$ cat config.mk
export PLATFORM = sky130hd
export DESIGN_NAME = ps2_key_event_sequencer
export DESIGN_NICKNAME = d
export VERILOG_FILES = /design/src/rtl/ps2_key_event_sequencer.sv
export SDC_FILE = /design/constraint.sdc
export NUM_CORES = 1
export LEC_CHECK = 0
export BUFFER_PORTS_ARGS = -buffer_cell sky130_fd_sc_hd__buf_4
export CAP_MARGIN = 20
export CORE_UTILIZATION = 54
export CTS_CLUSTER_SIZE = 20
export DETAILED_ROUTE_END_ITERATION = 12
export PLACE_DENSITY = 0.81
export RECOVER_POWER = 25
export SLEW_MARGIN = 20
export SYNTH_ARGS = -nofsm -noshare
export SYNTH_HDL_FRONTEND = slang
export SYNTH_SLANG_ARGS = --single-unit
$ cat constraint.sdc
create_clock -name inclock -period 4.5 [get_ports inclock]
set_input_delay 1.125 -clock inclock [delete_from_list [all_inputs] [get_ports inclock]]
set_output_delay 1.125 -clock inclock [all_outputs]
set_load 0.02 [all_outputs]
$ cat src/rtl/ps2_key_event_sequencer.sv
// ps2_key_event_sequencer: parses PS/2 bytes (E0/F0 prefixes) into {ext,release,code} events queued in a FIFO.
// Optional typematic repeat suppression when PS2_REPEAT_FILTER_EN is defined.
module ps2_key_event_sequencer #(
  parameter int FIFO_DEPTH  = 8,
  parameter int ADDR_W      = 3,
  parameter int TIMEOUT_CYC = 100000
) (
  input  logic              inclock,
  input  logic              resetn,
  input  logic              byte_valid,
  input  logic [7:0]        byte_data,
  output logic              evt_valid,
  input  logic              evt_ready,
  output logic              evt_ext,
  output logic              evt_release,
  output logic [7:0]        evt_code,
  output logic [ADDR_W:0]   fifo_count,
  output logic              overflow,
  input  logic              ovf_clr,
  output logic              proto_err
);
  localparam logic [1:0] IDLE = 2'd0, GOT_E0 = 2'd1, GOT_F0 = 2'd2, GOT_E0F0 = 2'd3;
  localparam int CW = $clog2(TIMEOUT_CYC) + 1;
  logic [1:0] state, state_nxt;
  logic [CW-1:0] cnt;
  logic is_status, timeout, push_raw, push, ev_ext, ev_rel, err;
  logic [9:0] mem [FIFO_DEPTH];
  logic [ADDR_W:0] wr, rd;
  logic full, pop, wr_en, drop;
  assign is_status = byte_data inside {8'hE1, 8'hFA, 8'hAA, 8'hEE, 8'hFE, 8'h00, 8'hFF};
  assign timeout = (state != IDLE) && !byte_valid && (cnt == CW'(TIMEOUT_CYC - 1));
  always_comb begin
    state_nxt = state;
    push_raw = 1'b0;
    ev_ext = 1'b0;
    ev_rel = 1'b0;
    err = 1'b0;
    if (timeout) begin
      state_nxt = IDLE;
      err = 1'b1;
    end else if (byte_valid) begin
      case (state)
        IDLE: begin
          if (byte_data == 8'hE0) state_nxt = GOT_E0;
          else if (byte_data == 8'hF0) state_nxt = GOT_F0;
          else push_raw = !is_status;
        end
        GOT_E0: begin
          if (byte_data == 8'hF0) state_nxt = GOT_E0F0;
          else if (byte_data != 8'hE0) begin
            state_nxt = IDLE;
            push_raw = !is_status;
            ev_ext = 1'b1;
          end
        end
        GOT_F0: begin
          if (byte_data == 8'hF0) err = 1'b1;
          else if (byte_data == 8'hE0) state_nxt = GOT_E0F0;
          else begin
            state_nxt = IDLE;
            push_raw = 1'b1;
            ev_rel = 1'b1;
          end
        end
        default: begin
          if (byte_data == 8'hF0) err = 1'b1;
          else begin
            state_nxt = IDLE;
            push_raw = 1'b1;
            ev_ext = 1'b1;
            ev_rel = 1'b1;
          end
        end
      endcase
    end
  end
`ifdef PS2_REPEAT_FILTER_EN
  logic held_vld, held_ext, match;
  logic [7:0] held_code;
  assign match = held_vld && (held_ext == ev_ext) && (held_code == byte_data);
  assign push = push_raw && (ev_rel || !match);
  always_ff @(posedge inclock or negedge resetn) begin
    if (!resetn) begin
      held_vld <= 1'b0;
      held_ext <= 1'b0;
      held_code <= 8'h00;
    end else if (push_raw && !ev_rel && !match) begin
      held_vld <= 1'b1;
      held_ext <= ev_ext;
      held_code <= byte_data;
    end else if (push_raw && ev_rel && match) begin
      held_vld <= 1'b0;
    end
  end
`else
  assign push = push_raw;
`endif
  assign fifo_count = wr - rd;
  assign evt_valid = wr != rd;
  assign full = fifo_count == (ADDR_W + 1)'(FIFO_DEPTH);
  assign pop = evt_valid && evt_ready;
  // A full FIFO still accepts a push when the head leaves in the same cycle.
  assign wr_en = push && (!full || pop);
  assign drop = push && full && !pop;
  assign {evt_ext, evt_release, evt_code} = evt_valid ? mem[rd[ADDR_W-1:0]] : 10'd0;
  always_ff @(posedge inclock) begin
    if (wr_en) mem[wr[ADDR_W-1:0]] <= {ev_ext, ev_rel, byte_data};
  end
  always_ff @(posedge inclock or negedge resetn) begin
    if (!resetn) begin
      state <= IDLE;
      cnt <= '0;
      wr <= '0;
      rd <= '0;
      overflow <= 1'b0;
      proto_err <= 1'b0;
    end else begin
      state <= state_nxt;
      cnt <= (state_nxt == IDLE || byte_valid || state_nxt != state) ? '0 : cnt + 1'b1;
      wr <= wr_en ? wr + 1'b1 : wr;
      rd <= pop ? rd + 1'b1 : rd;
      overflow <= drop ? 1'b1 : (ovf_clr ? 1'b0 : overflow);
      proto_err <= err;
    end
  end
endmodule

# --- Yosys cells after proc, flatten, opt, wreduce, memory -nomap -nowiden ---
# Memory sizes are Yosys's and may differ from the RTL's.
# Index checks and enable logic that the tools add are counted.
word_totals:
  inputBits: 13
  ram_bits: 80
  wordCells: 85
  memories: 1
  out_inout_bits: 17
  reg_bits: 30
classes:
  n_reduce_logical: 21
  n_eq_ne: 15
  n_mux: 38
  addsub: 4
mem_list:
  columns: ["memory", "depth", "word_bits", "read_ports", "rd_clocked_by_memory_dff", "write_ports", "line", "text"]
  rows:
  - ["mem", 8, 10, 1, 0, 1, "27", "logic [9:0] mem [FIFO_DEPTH];"]
ops:
  columns: ["op", "count"]
  rows:
  - ["8-bit equality test (second input constant)", 8]
  - ["1-bit two-way mux", 23]
  - ["18-bit by 1-bit adder with 18-bit output (second input constant)", 1]
  - ["18-bit by 17-bit equality test with 1-bit output (second input constant)", 1]
  - ["18-bit two-way mux", 1]
  - ["2-bit two-way mux", 9]
  - ["10-bit two-way mux", 1]
  - ["4-bit by 1-bit adder with 4-bit output (second input constant)", 2]
  - ["8-bit zero test", 1]
  - ["8-bit != test (second input constant)", 1]
  - ["7-bit nonzero test", 1]
  - ["1-bit logical AND", 6]
  - ["2-bit one-hot mux with 3 select lines", 1]
  - ["4-bit equality test (second input constant)", 1]
  - ["1-bit zero test", 4]
  - ["2-bit zero test", 2]
  - ["4-bit != test", 1]
  - ["1-bit one-hot mux with 2 select lines", 2]
  - ["2-bit nonzero test", 2]
  - ["2-bit OR reduction", 2]
  - ["4-bit subtractor", 1]
  - ["1-bit logical OR", 3]
  - ["1-bit one-hot mux with 3 select lines", 1]
  - ["2-bit by 1-bit equality test with 1-bit output (second input constant)", 1]
  - ["2 further kinds", 2]

# --- Logic depth before layout (Yosys ltp) ---
# Gate-level depths: netlist of run 1.
depth:
  word_depth: 11
  ltp_mapped: 9
  mapped_depth_nobuf: 8

# --- Least setup slack after synthesis of run 1 ---
# OpenSTA, ideal clock, no wires.
synth_path:
  kind: "input -> register"
  startpoint: "input byte_data[4]"
  endpoint: "memory mem[0][0], enable pin"
  t_arrival_ps: 3156
  setup_time_ps: 404
  path_stages: 6
  required_ps: 4096
  setup_slack_ps: 940
  path_buffers: 1
  path_cell_list: "buf_6 > nand2b_4 > or2_4 > a221oi_4 > nand3_4 > nor4_1"
synth_via:
  elab_chain_len: 11
  elab_cells_between_ends: 25
  classes_between: "eq/ne: 9; mux: 12; reduce/logical: 4"
synth_lines:
  columns: ["element", "line", "text"]
  rows:
  - ["start: declaration", "11", "input logic [7:0] byte_data,"]
  - ["8-bit equality test / 8-bit zero test (equally long branches)", "30", "assign is_status = byte_data inside {8'hE1, 8'hFA, 8'hAA, 8'hEE, 8'hFE, 8'h00, 8'hFF};"]
  - ["7-bit nonzero test", "30", null]
  - ["1-bit zero test", "46, 52", null]
  - ["1-bit two-way mux, on equally long branches", "50, 45", null]
  - ["1-bit two-way mux, on equally long branches", "49, 44", null]
  - ["1-bit one-hot mux with 3 select lines (*)", "42", "case (state)"]
  - ["1-bit two-way mux (*)", "41", "end else if (byte_valid) begin"]
  - ["1-bit two-way mux (*)", "38", "if (timeout) begin"]
  - ["1-bit logical AND (*)", "103", "assign wr_en = push && (!full || pop);"]
  - ["1-bit two-way mux (*)", "107", "if (wr_en) mem[wr[ADDR_W-1:0]] <= {ev_ext, ev_rel, byte_data};"]
  - ["1-bit two-way mux (implied by the code) (*)", "107", null]
  - ["end: declaration", "27", null]
# Every way passes the cells marked *; elsewhere a longest branch is shown, timed or not.

# --- Worst setup path in the final report of run 1 ---
layout_path:
  startpoint: "register rd[2]"
  endpoint: "output evt_release"
layout_via:
  elab_chain_len: 2
  elab_cells_between_ends: 3
  classes_between: "eq/ne: 1; mux: 1; memory: 1"
layout_lines:
  columns: ["element", "line", "text"]
  rows:
  - ["start: declaration", "28", "logic [ADDR_W:0] wr, rd;"]
  - ["start signal: assignment", "121", "rd <= pop ? rd + 1'b1 : rd;"]
  - ["memory 8 x 10 bit / 4-bit != test (equally long branches)", null, null]
  - ["10-bit two-way mux (*)", "105", "assign {evt_ext, evt_release, evt_code} = evt_valid ? mem[rd[ADDR_W-1:0]] : 10'd0;"]
  - ["end: declaration", "15", "output logic evt_release,"]
# Marked as above.

==> results.py, run 1 <==
metrics = {
    "final_layout": {
        "seq_area_sq_mm": 0.00315,
        "drive_gt1_share_pct": 20.1,
        "multi_input_area_sq_mm": 0.00153,
        "antenna_cells": 0,
        "final_nets": 383,
        "areaGrowthSynthToFinish_pct": 10.8,
        "fill_cells": 609,
        "fin_util_pct": 63.1,
        "design_area_sq_mm": 0.00529,
    },
    "critical_path": {
        "worstSetupPathType": "reg -> out",
        "path_cells": "inv_1 -> ha_1 -> nand3_1 -> nor2_1 -> a21oi_1 -> buf_4",
        "critPathCaptureType": "output port",
        "crit_fanout": 13,
        "critPathArrivalTime_ps": 2910,
        "max_stage_delay_ps": 690,
        "start_kind": "register",
        "slowest_stage": "nor2_1",
        "worstPathRequired_ps": 3380,
    },
    "sta": {
        "finalSetupTns_ps": 0,
        "hold_viol": 0,
        "slew_violations": 31,
        "rsz0062_at_grt": "no",
        "timing.final.crit_share_pct": 89.6,
        "tightest_slew_ps": 1590,
        "slew_headroom_pct": -5.81,
        "setup_ws_ps": 470,
        "max_freq_mhz": 248,
        "setup_viol": 0,
        "fin_worst_skew_ps": 9.12,
        "layout_min_cycle_time_ps": 4030,
    },
    "place": {
        "port_buffers": 29,
        "dp_hpwl_mm": 5.81,
        "gp_congestion": 0.769,
        "postPlaceCellArea_sq_mm": 0.00515,
        "pre_cts_slack_ps": 882,
    },
    "clock_tree": {
        "ctsResizeCount": 0,
        "clock_latency_ps": 370,
        "cts_root_buffer": "clkbuf_8",
        "htreeDepth": 3,
        "clkSlewWorstSetupHoldPaths_ps": 90,
        "post_cts.repair.setup_buffers": 0,
        "cts_hold_buffers": 0,
        "cts.sinks": 110,
        "cts_tree": "yes",
        "cts_buffer_depth": 2,
        "cts_buffers": 9,
    },
    "yosys": {
        "syn_nets": 346,
        "synth.most_common_cell": "edfxtp_1",
        "synth_edf_count": 80,
        "yosys_warnings": 0,
        "yosys-top-cells-count": "edfxtp_1, nand2_1, dfrtp_1",
        "ys_top_cells_by_area": "edfxtp_1, dfrtp_1, mux4_2",
        "synth_cell_types": 42,
        "ys_seq_elements": 110,
        "synth_top_flop_cell": "edfxtp_1",
        "syn_area_sq_mm": 0.00477,
        "synth_top_cell_by_area": "edfxtp_1",
        "ys_seq_area_share_pct": 66.1,
        "syn_inst": 326,
        "async_reset_ff_share_pct": 27.3,
        "netlist.area_leader.share_pct": 50.3,
        "syn_area_per_cell_sq_um": 14.6,
    },
    "grt": {
        "antenna_found_initial": 0,
        "grt_start_max_net_pins": 31,
        "grt_usage_pct": 21.5,
        "grt_pass1_wl_mm": 14.3,
        "grt_pass1_vias": 2787,
        "overflow": 0,
    },
    "drt": {
        "first_pass_iters": 4,
        "ant_nets": 0,
        "avgViaCountPerCell": 5.80,
        "wl_per_cell_um": 18.8,
        "vias": 2745,
        "drc_errors": 0,
        "drt_iter0_drc": 186,
        "wl_mm": 8.91,
    },
    "worst_hold_path": {
        "holdCritPathClass": "reg -> reg",
    },
    "status": {
        "status": "finished with violations",
        "violations": "max-capacitance violations, max-slew violations",
    },
    "floorplan": {
        "chipWidth_um": 96.0,
        "fp.dieH_um": 96.0,
        "initial_core_util_pct": 56.9,
        "rows": 33,
        "core_sq_mm": 0.00838,
        "ios": 30,
        "dieArea_sq_mm": 0.00922,
    },
    "power_and_ir_drop": {
        "sw_frac_of_total_pct": 36.7,
        "p_total_mw": 3.22,
        "leakage_nw": 1.90,
        "power_density_mw_per_mm2": 608,
        "vdd_drop_max_v": 0.000245,
        "seq_power_share_pct": 41.8,
        "switching_power_mw": 1.18,
        "p_int_mw": 2.04,
        "combPwrFrac_pct": 42.0,
        "clock_power_share_pct": 16.2,
    },
    "job": {
        "cap_violations": 1,
    },
}
==> sequential cells by signal, summed over array words and instances (netlist names) <==
register,count
proto_err,1
wr,4
rd,4
state,2
mem,80
overflow,1
cnt,18
==> cell type report <==
class	instances	area share, %
Clock buffer	11	2.48
Clock inverter	5	0.639
Inverter	13	0.922
Multi-Input combinational cell	191	29.0
Sequential cell	110	59.6
Tap cell	105	2.48
Timing Repair Buffer	38	4.90
==> path summary, 6_finish.rpt <==
kind | from | slack, ps | cells after the start | end
max | rd[2] | 470 | 6 | evt_release
min | cnt[0] | 490 | 1 | cnt[0]
max reg2reg | rd[2] | 1510 | 7 | mem[7][0]
min reg2reg | cnt[0] | 490 | 1 | cnt[0]
max in group asynchronous | resetn | 2440 | 1 | cnt[3]
min in group asynchronous | resetn | 1140 | 1 | cnt[11]
==> per-stage QoR <==
| stage | std cells | hold slack [ps] |
|---|---|---|
| after CTS | 473 | 497 |
| after global routing | 473 | 521 |
| after floorplan | 326 | 455 |
| final | 473 | 494 |
| after detailed placement | 457 | 484 |
| after global placement | 457 | 471 |
==> power by group through the flow <==
stage                     combinational, mW  sequential [mW]  clock (mW)
final                                  1.35             1.34       0.521
after global routing                   1.47             1.36       0.565
after CTS                              1.37             1.34       0.535
after detailed placement               1.36             1.36           0
after global placement                 1.34             1.35           0
after floorplan                       0.907             1.33           0
==> kinds of logic (layout without fill, tap and decap cells) <==
kind of cell	after synthesis	count (layout)	synth area share (%)
AND/OR/NAND/NOR	112	112	12.0
buffers and inverters	25	67	2.23
flip-flops	110	110	66.1
XOR/XNOR	24	24	4.40
AO/OA/AOI/OAI	27	27	3.59
multiplexers	21	21	9.75
adder cells (fa/ha/maj)	7	7	1.99
==> worst max-delay path: cells and delay by family, from the launching register on <==
kind | cells | cell delay (ps)
AND/OR/NAND/NOR | 2 | 820
flip-flops | 1 | 620
buffers and inverters | 2 | 510
adder cells (fa/ha/maj) | 1 | 450
AO/OA/AOI/OAI | 1 | 130
==> metal layers <==
layer	GRT usage, %	vias to the layer above	share of wire, %
met3	4.03	16	8.1
met1	29.1	1334	42
met2	34.8	105	48
met4	8.46	0	1.5
met5	0	-	0
li1	-	1290	-
==> cell usage in the layout (no fill, tap or decap), drive strengths merged, types with 2 or more instances in the layout <==
cell type and count:
nand2b 3, and3 4, dfrtp 30, mux4 20
nor3 7, a21oi 16, and4 3, xor2 11
inv 15, clkbuf 18, ha 6, and2 2
o21ai 5, clkinv 2, xnor2 13, nor4 5
nand4 12, nor2 27, nor2b 2, buf 31
nand3 9, edfxtp 80, nand2 32
Note: power is estimated with default switching activity, not from simulation.
==> run 2: changes to the inputs <==
- CORE_UTILIZATION: 54 -> 60
- PLACE_DENSITY: 0.81 -> 0.88
==> run 2 against run 1 <==
Against the previous run: the flow still finishes with violations (max-capacitance violations, max-slew violations); critical path depth unchanged; clock skew grew 3.3 ps; non-clock buffer count is the same; register-to-register slack about the same; sequential cell count unchanged; sequential power hardly changed; global-route usage up 2.8 points; critical endpoint is now evt_code[3].
==> results.py, run 2 (synthesis gave the netlist of run 1 again) <==
metrics = {
    "status": {
        "status": "finished with violations",
        "violations": "max-capacitance violations, max-slew violations",
    },
    "final_layout": {
        "final_nets": 383,
        "areaGrowthSynthToFinish_pct": 11.3,
        "antenna_cells": 0,
        "drive_gt1_share_pct": 20.9,
        "layout_commonest_cell": "edfxtp_1",
        "layout_common_cells": "edfxtp_1, nand2_1, buf_4, dfrtp_1, nor2_1",
        "largest_reg_flops": 80,
    },
    "floorplan": {
        "fp.dieH_um": 91.2,
        "initial_core_util_pct": 61.8,
        "dieArea_sq_mm": 0.00832,
        "rows": 32,
        "core_sq_mm": 0.00773,
        "ios": 30,
        "chipWidth_um": 91.2,
    },
    "critical_path": {
        "r2r_setup_slack_ps": 1510,
        "critPathArrivalTime_ps": 2880,
        "r2r-end": "mem[7][8]",
        "reg2reg_depth": 7,
        "rr_startpoint": "rd[2]",
        "start_kind": "register",
        "critPathCaptureType": "output port",
        "crit_fanout": 13,
        "worstSetupPathType": "reg -> out",
        "worstPathRequired_ps": 3380,
    },
    "grt": {
        "antenna_found_initial": 0,
        "grt_start_max_net_pins": 31,
        "grt_pass1_vias": 2918,
        "overflow": 0,
        "grt_usage_pct": 24.3,
        "grt_pass1_wl_mm": 14.8,
    },
    "place": {
        "dp_hpwl_mm": 6.30,
        "port_buffers": 29,
        "gp_congestion": 0.743,
    },
    "sta": {
        "hold_viol": 0,
        "fin_worst_skew_ps": 12.4,
        "slew_violations": 31,
        "max_freq_mhz": 250,
        "rsz0062_at_grt": "no",
        "setup_viol": 0,
        "tightest_slew_ps": 1580,
        "layout_min_cycle_time_ps": 4000,
        "slew_headroom_pct": -5.01,
        "timing.final.crit_share_pct": 89.0,
        "finalSetupTns_ps": 0,
    },
    "power_and_ir_drop": {
        "p_total_mw": 3.27,
        "clock_power_share_pct": 17.2,
        "power_density_mw_per_mm2": 615,
        "vdd_drop_max_v": 0.000247,
        "p_int_mw": 2.05,
        "combPwrFrac_pct": 40.8,
        "seq_power_share_pct": 42.0,
        "sw_frac_of_total_pct": 37.3,
        "leakage_nw": 1.91,
        "switching_power_mw": 1.22,
    },
    "clock_tree": {
        "ctsResizeCount": 0,
        "cts_buffers": 9,
        "post_cts.repair.setup_buffers": 0,
        "htreeDepth": 3,
        "cts_buffer_depth": 2,
        "cts.sinks": 110,
        "clock_latency_ps": 380,
        "clkSlewWorstSetupHoldPaths_ps": 110,
        "cts_tree": "yes",
        "cts_root_buffer": "clkbuf_8",
        "cts_hold_buffers": 0,
    },
    "worst_hold_path": {
        "holdPathStages": 1,
        "holdCritPathClass": "reg -> reg",
        "hp-start": "cnt[0]",
        "hold_end": "cnt[0]",
    },
    "drt": {
        "ant_nets": 0,
        "first_pass_iters": 4,
        "drc_errors": 0,
        "drt_iter0_drc": 262,
        "wl_per_cell_um": 19.4,
        "avgViaCountPerCell": 6.02,
        "vias": 2830,
        "wl_mm": 9.11,
    },
    "job": {
        "cap_violations": 1,
    },
}
[run 2: routing by layer]
layer / up-vias / global-route usage (%) / part of all wire (%)
met4: 0 / 14.9 / 4.2
met1: 1399 / 30.6 / 41
li1: 1292 / - / -
met5: - / 0 / 0
met3: 39 / 4.61 / 4.4
met2: 100 / 39.4 / 50
[run 2: power groups by stage]
stage	clock network [mW]	registers (mW)	logic, mW
floorplan	0	1.33	0.907
global placement	0	1.38	1.30
detailed placement	0	1.39	1.34
CTS	0.574	1.37	1.34
global route	0.617	1.39	1.43
finish	0.563	1.37	1.33
[run 2: how the worst max path moves through the flow]
| stage | to | depth (start not counted) | from |
|---|---|---|---|
| after floorplan | mem[0][0] | 6 | byte_data[4] |
| after global placement | evt_code[3] | 6 | rd[2] |
| after detailed placement | evt_code[3] | 6 | rd[2] |
| after CTS | evt_code[3] | 6 | rd[2] |
| after global routing | evt_ext | 6 | rd[2] |
| final | evt_code[3] | 6 | rd[2] |
[run 2: layout make-up]
class,instances,area [sq um]
Clock buffer,9,124
Clock inverter,7,66.3
Fill cell,528,2420
Inverter,13,48.8
Multi-Input combinational cell,191,1530
Sequential cell,110,3150
Tap cell,102,128
Timing Repair Buffer,38,259
[run 2: stage by stage]
stage          std cells  setup slack (ps)  cell area [sq um]  util (%)  hold slack [ps]
2_1_floorplan        326               940               4770         -              455
3_3_place_gp         454              1130               5150      66.6              471
3_5_place_dp         454               934               5150      66.6              482
4_1_cts              470               472               5340      69.1              500
5_1_grt              470               273               5310      68.7              509
6_report             470               495               5310      68.7              496
[run 2: worst max-delay path, stage by stage, from the launching register on]
cell and delay (ps):
dfrtp_1 630, inv_1 310, ha_1 450, nand3_1 120
nor2_1 660, a21oi_1 120, buf_4 210
